==> src/rtl/shift_pkg.sv <==
// Shared types and limits for the pipelined barrel shifter.
// The mode encoding is fixed so that every 2-bit value selects a legal mode.
package shift_pkg;

  typedef enum logic [1:0] {
    SLL = 2'b00,
    SRL = 2'b01,
    SRA = 2'b10,
    ROR = 2'b11
  } shift_mode_t;

  localparam int MIN_WIDTH = 8;
  localparam int MAX_WIDTH = 64;

  function automatic bit width_ok(input int w);
    return (w >= MIN_WIDTH) && (w <= MAX_WIDTH) && ((w & (w - 1)) == 0);
  endfunction

endpackage

==> src/rtl/shift_stage.sv <==
// One mux level of the barrel shifter (shift by 2^K when amt[K] is set)
// followed by its pipeline register; all registers hold while en is low.
module shift_stage
  import shift_pkg::*;
#(
  parameter int WIDTH = 16,
  parameter int K     = 0,
  localparam int AW   = $clog2(WIDTH)
) (
  input  logic             clk,
  input  logic             rst_n,
  input  logic             en,
  input  logic             vld,
  input  logic [WIDTH-1:0] data,
  input  logic             carry,
  input  shift_mode_t      mode,
  input  logic [AW-1:0]    amt,
  output logic             vld_q,
  output logic [WIDTH-1:0] data_q,
  output logic             carry_q,
  output logic             zero_q,
  output shift_mode_t      mode_q,
  output logic [AW-1:0]    amt_q
);

  localparam int S = 1 << K;

  logic [WIDTH-1:0] data_nxt;
  logic             carry_nxt;

  // The carry is the last bit pushed out at this level; an idle level keeps it.
  always_comb begin
    data_nxt  = data;
    carry_nxt = carry;
    if (amt[K]) begin
      case (mode)
        SLL: begin
          data_nxt  = data << S;
          carry_nxt = data[WIDTH-S];
        end
        SRL: begin
          data_nxt  = data >> S;
          carry_nxt = data[S-1];
        end
        SRA: begin
          data_nxt  = $signed(data) >>> S;
          carry_nxt = data[S-1];
        end
        default: begin
          data_nxt  = {data[S-1:0], data[WIDTH-1:S]};
          carry_nxt = data[S-1];
        end
      endcase
    end
  end

  always_ff @(posedge clk) begin
    if (!rst_n) begin
      vld_q   <= 1'b0;
      data_q  <= '0;
      carry_q <= 1'b0;
      zero_q  <= 1'b0;
      mode_q  <= SLL;
      amt_q   <= '0;
    end else if (en) begin
      vld_q   <= vld;
      data_q  <= data_nxt;
      carry_q <= carry_nxt;
      zero_q  <= (data_nxt == '0);
      mode_q  <= mode;
      amt_q   <= amt;
    end
  end

endmodule

==> src/rtl/shift_pipe.sv <==
// Pipelined barrel shifter: AW registered mux levels, SLL/SRL/SRA/ROR, carry-out
// and zero flag, valid/ready on both sides with a single global stall.
module shift_pipe
  import shift_pkg::*;
#(
  parameter int WIDTH = 16,
  localparam int AW   = $clog2(WIDTH)
) (
  input  logic             clk,
  input  logic             rst_n,
  input  logic             in_vld,
  output logic             in_rdy,
  input  logic [WIDTH-1:0] src,
  input  logic [AW-1:0]    amt,
  input  logic [1:0]       mode,
  output logic             out_vld,
  input  logic             out_rdy,
  output logic [WIDTH-1:0] res,
  output logic             cout,
  output logic             zero
);

  if (!width_ok(WIDTH)) begin : g_bad_width
    $error("shift_pipe: WIDTH must be a power of two between 8 and 64");
  end

  // Element 0 is the operand port side; element k+1 is the register after level k.
  logic             vld_s   [AW+1];
  logic [WIDTH-1:0] data_s  [AW+1];
  logic             carry_s [AW+1];
  logic             zero_s  [AW+1];
  shift_mode_t      mode_s  [AW+1];
  logic [AW-1:0]    amt_s   [AW+1];

  logic en;

  // Stall depends only on the registered output valid and downstream ready.
  assign en     = !out_vld || out_rdy;
  assign in_rdy = en;

  assign vld_s[0]   = in_vld;
  assign data_s[0]  = src;
  assign carry_s[0] = 1'b0;
  assign zero_s[0]  = 1'b0;
  assign mode_s[0]  = shift_mode_t'(mode);
  assign amt_s[0]   = amt;

  for (genvar k = 0; k < AW; k++) begin : g_stage
    shift_stage #(
      .WIDTH (WIDTH),
      .K     (k)
    ) u_stage (
      .clk     (clk),
      .rst_n   (rst_n),
      .en      (en),
      .vld     (vld_s[k]),
      .data    (data_s[k]),
      .carry   (carry_s[k]),
      .mode    (mode_s[k]),
      .amt     (amt_s[k]),
      .vld_q   (vld_s[k+1]),
      .data_q  (data_s[k+1]),
      .carry_q (carry_s[k+1]),
      .zero_q  (zero_s[k+1]),
      .mode_q  (mode_s[k+1]),
      .amt_q   (amt_s[k+1])
    );
  end

  assign out_vld = vld_s[AW];
  assign res     = data_s[AW];
  assign cout    = carry_s[AW];
  assign zero    = zero_s[AW];

endmodule
==> config.mk <==
export PLATFORM = sky130hd
export DESIGN_NAME = shift_pipe
export DESIGN_NICKNAME = d
export VERILOG_FILES = /design/src/rtl/shift_pkg.sv /design/src/rtl/shift_stage.sv /design/src/rtl/shift_pipe.sv
export SDC_FILE = /design/constraint.sdc
export NUM_CORES = 1
export LEC_CHECK = 0
export ABC_AREA = 1
export CORE_ASPECT_RATIO = 1.1
export CORE_MARGIN = 1
export CORE_UTILIZATION = 65
export CTS_BUF_LIST = sky130_fd_sc_hd__clkbuf_8
export CTS_CLUSTER_DIAMETER = 100
export DETAILED_ROUTE_END_ITERATION = 7
export PLACE_DENSITY = 0.88
export SLEW_MARGIN = 10
export SYNTH_ARGS = -nofsm -noshare
export SYNTH_HDL_FRONTEND = slang
export SYNTH_HIERARCHICAL = 1
export SYNTH_SLANG_ARGS = --single-unit
export TNS_END_PERCENT = 20
==> constraint.sdc <==
create_clock -name clk -period 2.1 [get_ports clk]
set_input_delay 0.21 -clock clk [delete_from_list [all_inputs] [get_ports clk]]
set_output_delay 0.21 -clock clk [all_outputs]
set_load 0.01 [all_outputs]
==> results of run 1 <==
## cell type report
cell class                      instances  share of cell area
Clock buffer                            9              0.0228
Clock inverter                          7             0.00923
Inverter                               96              0.0667
Multi-Input combinational cell        538               0.465
Sequential cell                        85               0.314
Tap cell                               85              0.0196
Timing Repair Buffer                   56               0.103
## report_power, final
part	switching, µW	internal, µW	total [µW]
clock network	617	436	1050
registers	119	1720	1840
logic	383	291	673
total	1120	2450	3560
## state kept, by name (all words and copies together) (netlist names)
name / flops
g_stage.u_stage/carry_q: 4
g_stage.u_stage/zero_q: 1
g_stage.u_stage/amt_q: 6
g_stage.u_stage/mode_q: 6
g_stage.u_stage/vld_q: 4
g_stage.u_stage/data_q: 64
## metal layers
metal  global-route usage  vias up  wire (µm)
li1                     -     2439          -
met1                0.376     2161       4740
met2                0.552      178       5850
met3               0.0499       47        616
met4                0.194        0        614
met5                    0        -          0
## final timing paths
kind,cells after the start,from,to
setup reg to reg,8,g_stage[2].u_stage/amt_q[3],g_stage[3].u_stage/zero_q
hold / removal,3,amt[1],g_stage[0].u_stage/amt_q[1]
hold reg to reg,2,g_stage[0].u_stage/vld_q,g_stage[1].u_stage/vld_q
setup / recovery,8,g_stage[2].u_stage/amt_q[3],g_stage[3].u_stage/zero_q
## critical path, cell delays in order (launching register included)
cell	delay, ns
dfxtp_1	0.67
inv_2	0.21
a21oi_1	0.21
nand2_1	0.09
nor2_1	0.13
nand2_1	0.06
nor2_1	0.08
nand3_1	0.09
a21oi_2	0.12
## through the flow
stage	worst slack, ns	util	cells	instance area [µm²]
2_1_floorplan	0.686	-	762	4860
6_report	0.382	0.761	876	5420
4_1_cts	0.440	0.761	876	5420
3_5_place_dp	0.344	0.736	860	5250
5_1_grt	0.163	0.761	876	5420
3_3_place_gp	0.431	0.736	860	5250
==> run metrics, run 1 <==
Port Buffers 45; maximum capacitance violations 0; register area 1700 µm²; GRT Overall Usage 0.321; Post-Synthesis Cells 762; # hold bufs at CTS 0; maximum vdd drop 0.000474 V; Die Ht 92.7 µm; Slew @ Worst Pin 0.754 ns; Max Clock Skew 0.0143 ns; largest net degree at the start of global routing 66; die area 7830 µm²; synthesized area 4860 µm²; Final Hold Fails 0; global route total overflow 0; status finished with violations; worst min path class in2reg; vias in the first global route 4,430; Overall Power 3560 µW; first-pass GRT wire length 20,300 µm; chip width 84.5 µm; Fin Setup TNS 0 ns; most common cell after layout, fill and taps aside nand2_1; Pleak 0.00271 µW; Final period util 0.818; crit path max fanout 18; I/O pin count 46; Layout area overhead 11.5%; Min Clock Period, post-route 1.72 ns; WP data arrival 2.02 ns; Slew HR 0.497; Mean Syn Cell Area 6.38 µm²; fillers 571; H-Tree Depth 3; fin nets 812; CTS Sinks 85; CP endpoint kind flip-flop; Worst Path Required 2.40 ns; Syn. warnings 6; Worst setup SP type flip-flop; final-report setup violation count 0; std cell rows 32; CTS tree yes; total CTS buffers 9; overall routed net length 11,800 µm; Post CTS Setup Buffer Count 0; RSZ-0062 raised after global routing no; GP Congestion 0.909; vias per cell 5.51; dpl hpwl 8680 µm; CTS resizes 0; DRT Pass-1 Iters 8; via count of the routed design 4,825; initial core utilization 0.683; Worst-path clk slew 0.09 ns; CTS Root Cell clkbuf_8; PD cells 657 nW/µm²; final max-slew violation count 0; DRT antenna net count 0; synthesized net count 788; worst reg2reg setup slack 0.38 ns; Clock Path Buffers 2; multi-input logic area 2520 µm²; failing checks design-rule violations; critical path class reg2reg; layout cells sized above 1 0.109; initial antenna violation count 0; DRC Markers 2; Wirelength per Cell 13.5 µm; number of diodes 0; Hold Slack 0.427 ns; commonest non-fill, non-tap cells in the layout nand2_1, nor2_1, inv_1; initial DRC count 466; Core ar. 7130 µm²; Fmax 0.582 GHz; clock latency at the later pin of the worst-skew pair 0.36 ns
(Power assumes the default switching activity.)
==> inputs of run 2 (changes only) <==
--- a/config.mk
+++ b/config.mk
@@ -8,11 +8,11 @@
 export ABC_AREA = 1
 export CORE_ASPECT_RATIO = 1.1
 export CORE_MARGIN = 1
-export CORE_UTILIZATION = 65
+export CORE_UTILIZATION = 55
 export CTS_BUF_LIST = sky130_fd_sc_hd__clkbuf_8
 export CTS_CLUSTER_DIAMETER = 100
 export DETAILED_ROUTE_END_ITERATION = 7
-export PLACE_DENSITY = 0.88
+export PLACE_DENSITY = 0.79
 export SLEW_MARGIN = 10
 export SYNTH_ARGS = -nofsm -noshare
 export SYNTH_HDL_FRONTEND = slang
==> constraint.sdc (replaced) <==
create_clock -name clk -period 1.5 [get_ports clk]
set_input_delay 0.15 -clock clk [delete_from_list [all_inputs] [get_ports clk]]
set_output_delay 0.15 -clock clk [all_outputs]
set_load 0.01 [all_outputs]
==> run 2 against run 1 <==
Effect of this change:
- the flow now finishes without violations
- combinational power up 46%
- via count fell by 0.81%
- count of clock-buffer cells in the layout unchanged
- register-to-register slack lost 0.28 ns
- utilization is 9.4 points lower
- total power is 47% higher
- clock power rose by 62%
- critical endpoint is now out_vld
- largest power group unchanged
- highest routed layer unchanged
==> run metrics, run 2 (synthesis gave the netlist of run 1 again) <==
most common cell after layout, fill and taps aside nand2_1; Min Clock Period, post-route 1.44 ns; clock latency at the later pin of the worst-skew pair 0.37 ns (about the same); WP data arrival 1.29 ns (-0.73 ns); crit path max fanout 3 (-15); Final Hold Fails 0 (unchanged); DRT antenna net count 0 (unchanged); chip width 91.7 µm (+8.5%); PD cells 925 nW/µm² (+41%); CTS Sinks 85 (unchanged); Clock Path Buffers 2 (unchanged); dpl hpwl 8690 µm (+0.19%); vias per cell 5.22 (-5.1%); GRT Overall Usage 0.270 (-0.0511); DRT Pass-1 Iters 5 (-3); initial antenna violation count 0 (unchanged); Final period util 0.957; I/O pin count 46 (unchanged); reg2reg start g_stage[2].u_stage/amt_q[3]; first-pass GRT wire length 20,100 µm (-0.51%); Port Buffers 45 (unchanged); number of diodes 0 (unchanged); maximum vdd drop 0.000485 V (+2.3%); Setup crit start g_stage[3].u_stage/vld_q; status finished clean; Largest regs g_stage.u_stage/data_q (64), g_stage.u_stage/amt_q (6), g_stage.u_stage/mode_q (6); capture point of the critical path out_vld; CP Buf/Inv Count 1 (unchanged); delay-heaviest family, CP buffers and inverters; H-Tree Depth 3 (unchanged); Worst-path clk slew 0.10 ns (about the same); Layout area overhead 16.5%; via count of the routed design 4,786 (-0.81%); Pleak 0.00282 µW (+3.8%); GP Congestion 0.878 (-3.4%); final max-slew violation count 0 (unchanged); Core ar. 8500 µm² (+19%); Worst setup SP type flip-flop; Die Ht 101 µm (+8.5%); CP peak stage delay 0.54 ns (-0.13 ns); final-report setup violation count 0 (unchanged); worst path cell trace clkdlybuf4s50_1; Max Clock Skew 0.0117 ns (-0.00260 ns); die area 9230 µm² (+18%); CP Depth 1 (-7); fin nets 826 (+1.7%); largest net degree at the start of global routing 39 (-41%); global route total overflow 0 (unchanged); max FFs per register 64 (unchanged); post-route cell area 5670 µm² (+4.5%); DRC Markers 0 (-2); layout cells sized above 1 0.128 (+0.0192); Top reg by flops g_stage.u_stage/data_q; maximum capacitance violations 0 (unchanged); Worst Path Required 1.35 ns (-1.05 ns); worst min path class in2reg; CTS Root Cell clkbuf_8; # hold bufs at CTS 0 (unchanged); initial DRC count 253 (-46%); Fmax 0.696 GHz; Wirelength per Cell 12.8 µm (-5.4%); Crit Reg-Reg Endpoint g_stage[3].u_stage/zero_q; CP max-delay cell clkdlybuf4s50_1; CP endpoint kind primary output; initial core utilization 0.573 (-0.110); commonest non-fill, non-tap cells in the layout nand2_1, nor2_1, inv_1; vias in the first global route 4,523 (+2.1%); Hold Slack 0.362 ns (-0.0649 ns); critical path class reg2out; Cell Area, Placed 5460 µm² (+4.1%); CTS tree yes; worst r2r path cells 9 (+1); overall routed net length 11,700 µm (-1.0%); std cell rows 35 (+9.4%); total CTS buffers 9 (unchanged); RSZ-0062 raised after global routing no; worst reg2reg setup slack 0.10 ns (-0.28 ns); final design utilization 0.667 (-0.0939)
[run 2: worst min path at each step]
| stage | cells after the start | from | to | slack [ns] |
|---|---|---|---|---|
| after floorplan | 2 | amt[1] | g_stage[0].u_stage/amt_q[1] | 0.28 |
| after global placement | 2 | g_stage[2].u_stage/vld_q | g_stage[3].u_stage/vld_q | 0.46 |
| after detailed placement | 2 | g_stage[2].u_stage/vld_q | g_stage[3].u_stage/vld_q | 0.47 |
| after CTS | 3 | amt[1] | g_stage[0].u_stage/amt_q[1] | 0.35 |
| after global routing | 3 | amt[3] | g_stage[0].u_stage/amt_q[3] | 0.37 |
| final | 3 | amt[1] | g_stage[0].u_stage/amt_q[1] | 0.36 |
[run 2: area by class of cell]
type	instances	area, µm²
clock inverters	7	80.1
well taps	111	139
inverters	96	362
multi-input cells	538	2520
fillers	753	2830
repair buffers	70	737
clock buffers	9	124
flip-flops and latches	85	1700
[run 2: repair_timing]
item,CTS,global route
gates resized for setup,2,1
setup endpoints to repair,2,1
buffers inserted,0,0
[run 2: worst reg2reg max path, cell delays in order (launching register included)]
cell and delay (ns):
dfxtp_1 0.36, buf_12 0.15, inv_2 0.10, nand2_1 0.08
o21ai_1 0.12, nor2_1 0.13, nand2_1 0.06, nor2_1 0.11
nand3_1 0.11, a21oi_2 0.13
[run 2: report_power, final]
group	switching, µW	internal [µW]	leakage (µW)
Sequential	147	2410	0.000700
Clock	906	793	0.0000973
Combinational	544	440	0.00202
Total	1600	3640	0.00282
[run 2: per-stage QoR]
step / setup TNS [ns] / total power [µW] / setup slack [ns] / std cells
after floorplan: 0 / 3250 / 0.0856 / 762
after global placement: 0 / 3550 / 0.00351 / 900
after detailed placement: -0.391 / 3580 / -0.0758 / 900
after CTS: 0 / 5260 / 0.0495 / 916
after global routing: 0 / 5480 / 0.00542 / 916
final: 0 / 5240 / 0.0639 / 916
[run 2: layer usage]
| layer | vias to the layer above | global-route usage | routed length, µm |
|---|---|---|---|
| li1 | 2464 | - | - |
| met1 | 2174 | 0.278 | 4730 |
| met2 | 117 | 0.531 | 6180 |
| met3 | 31 | 0.0422 | 400 |
| met4 | 0 | 0.125 | 385 |
| met5 | - | 0 | 0 |
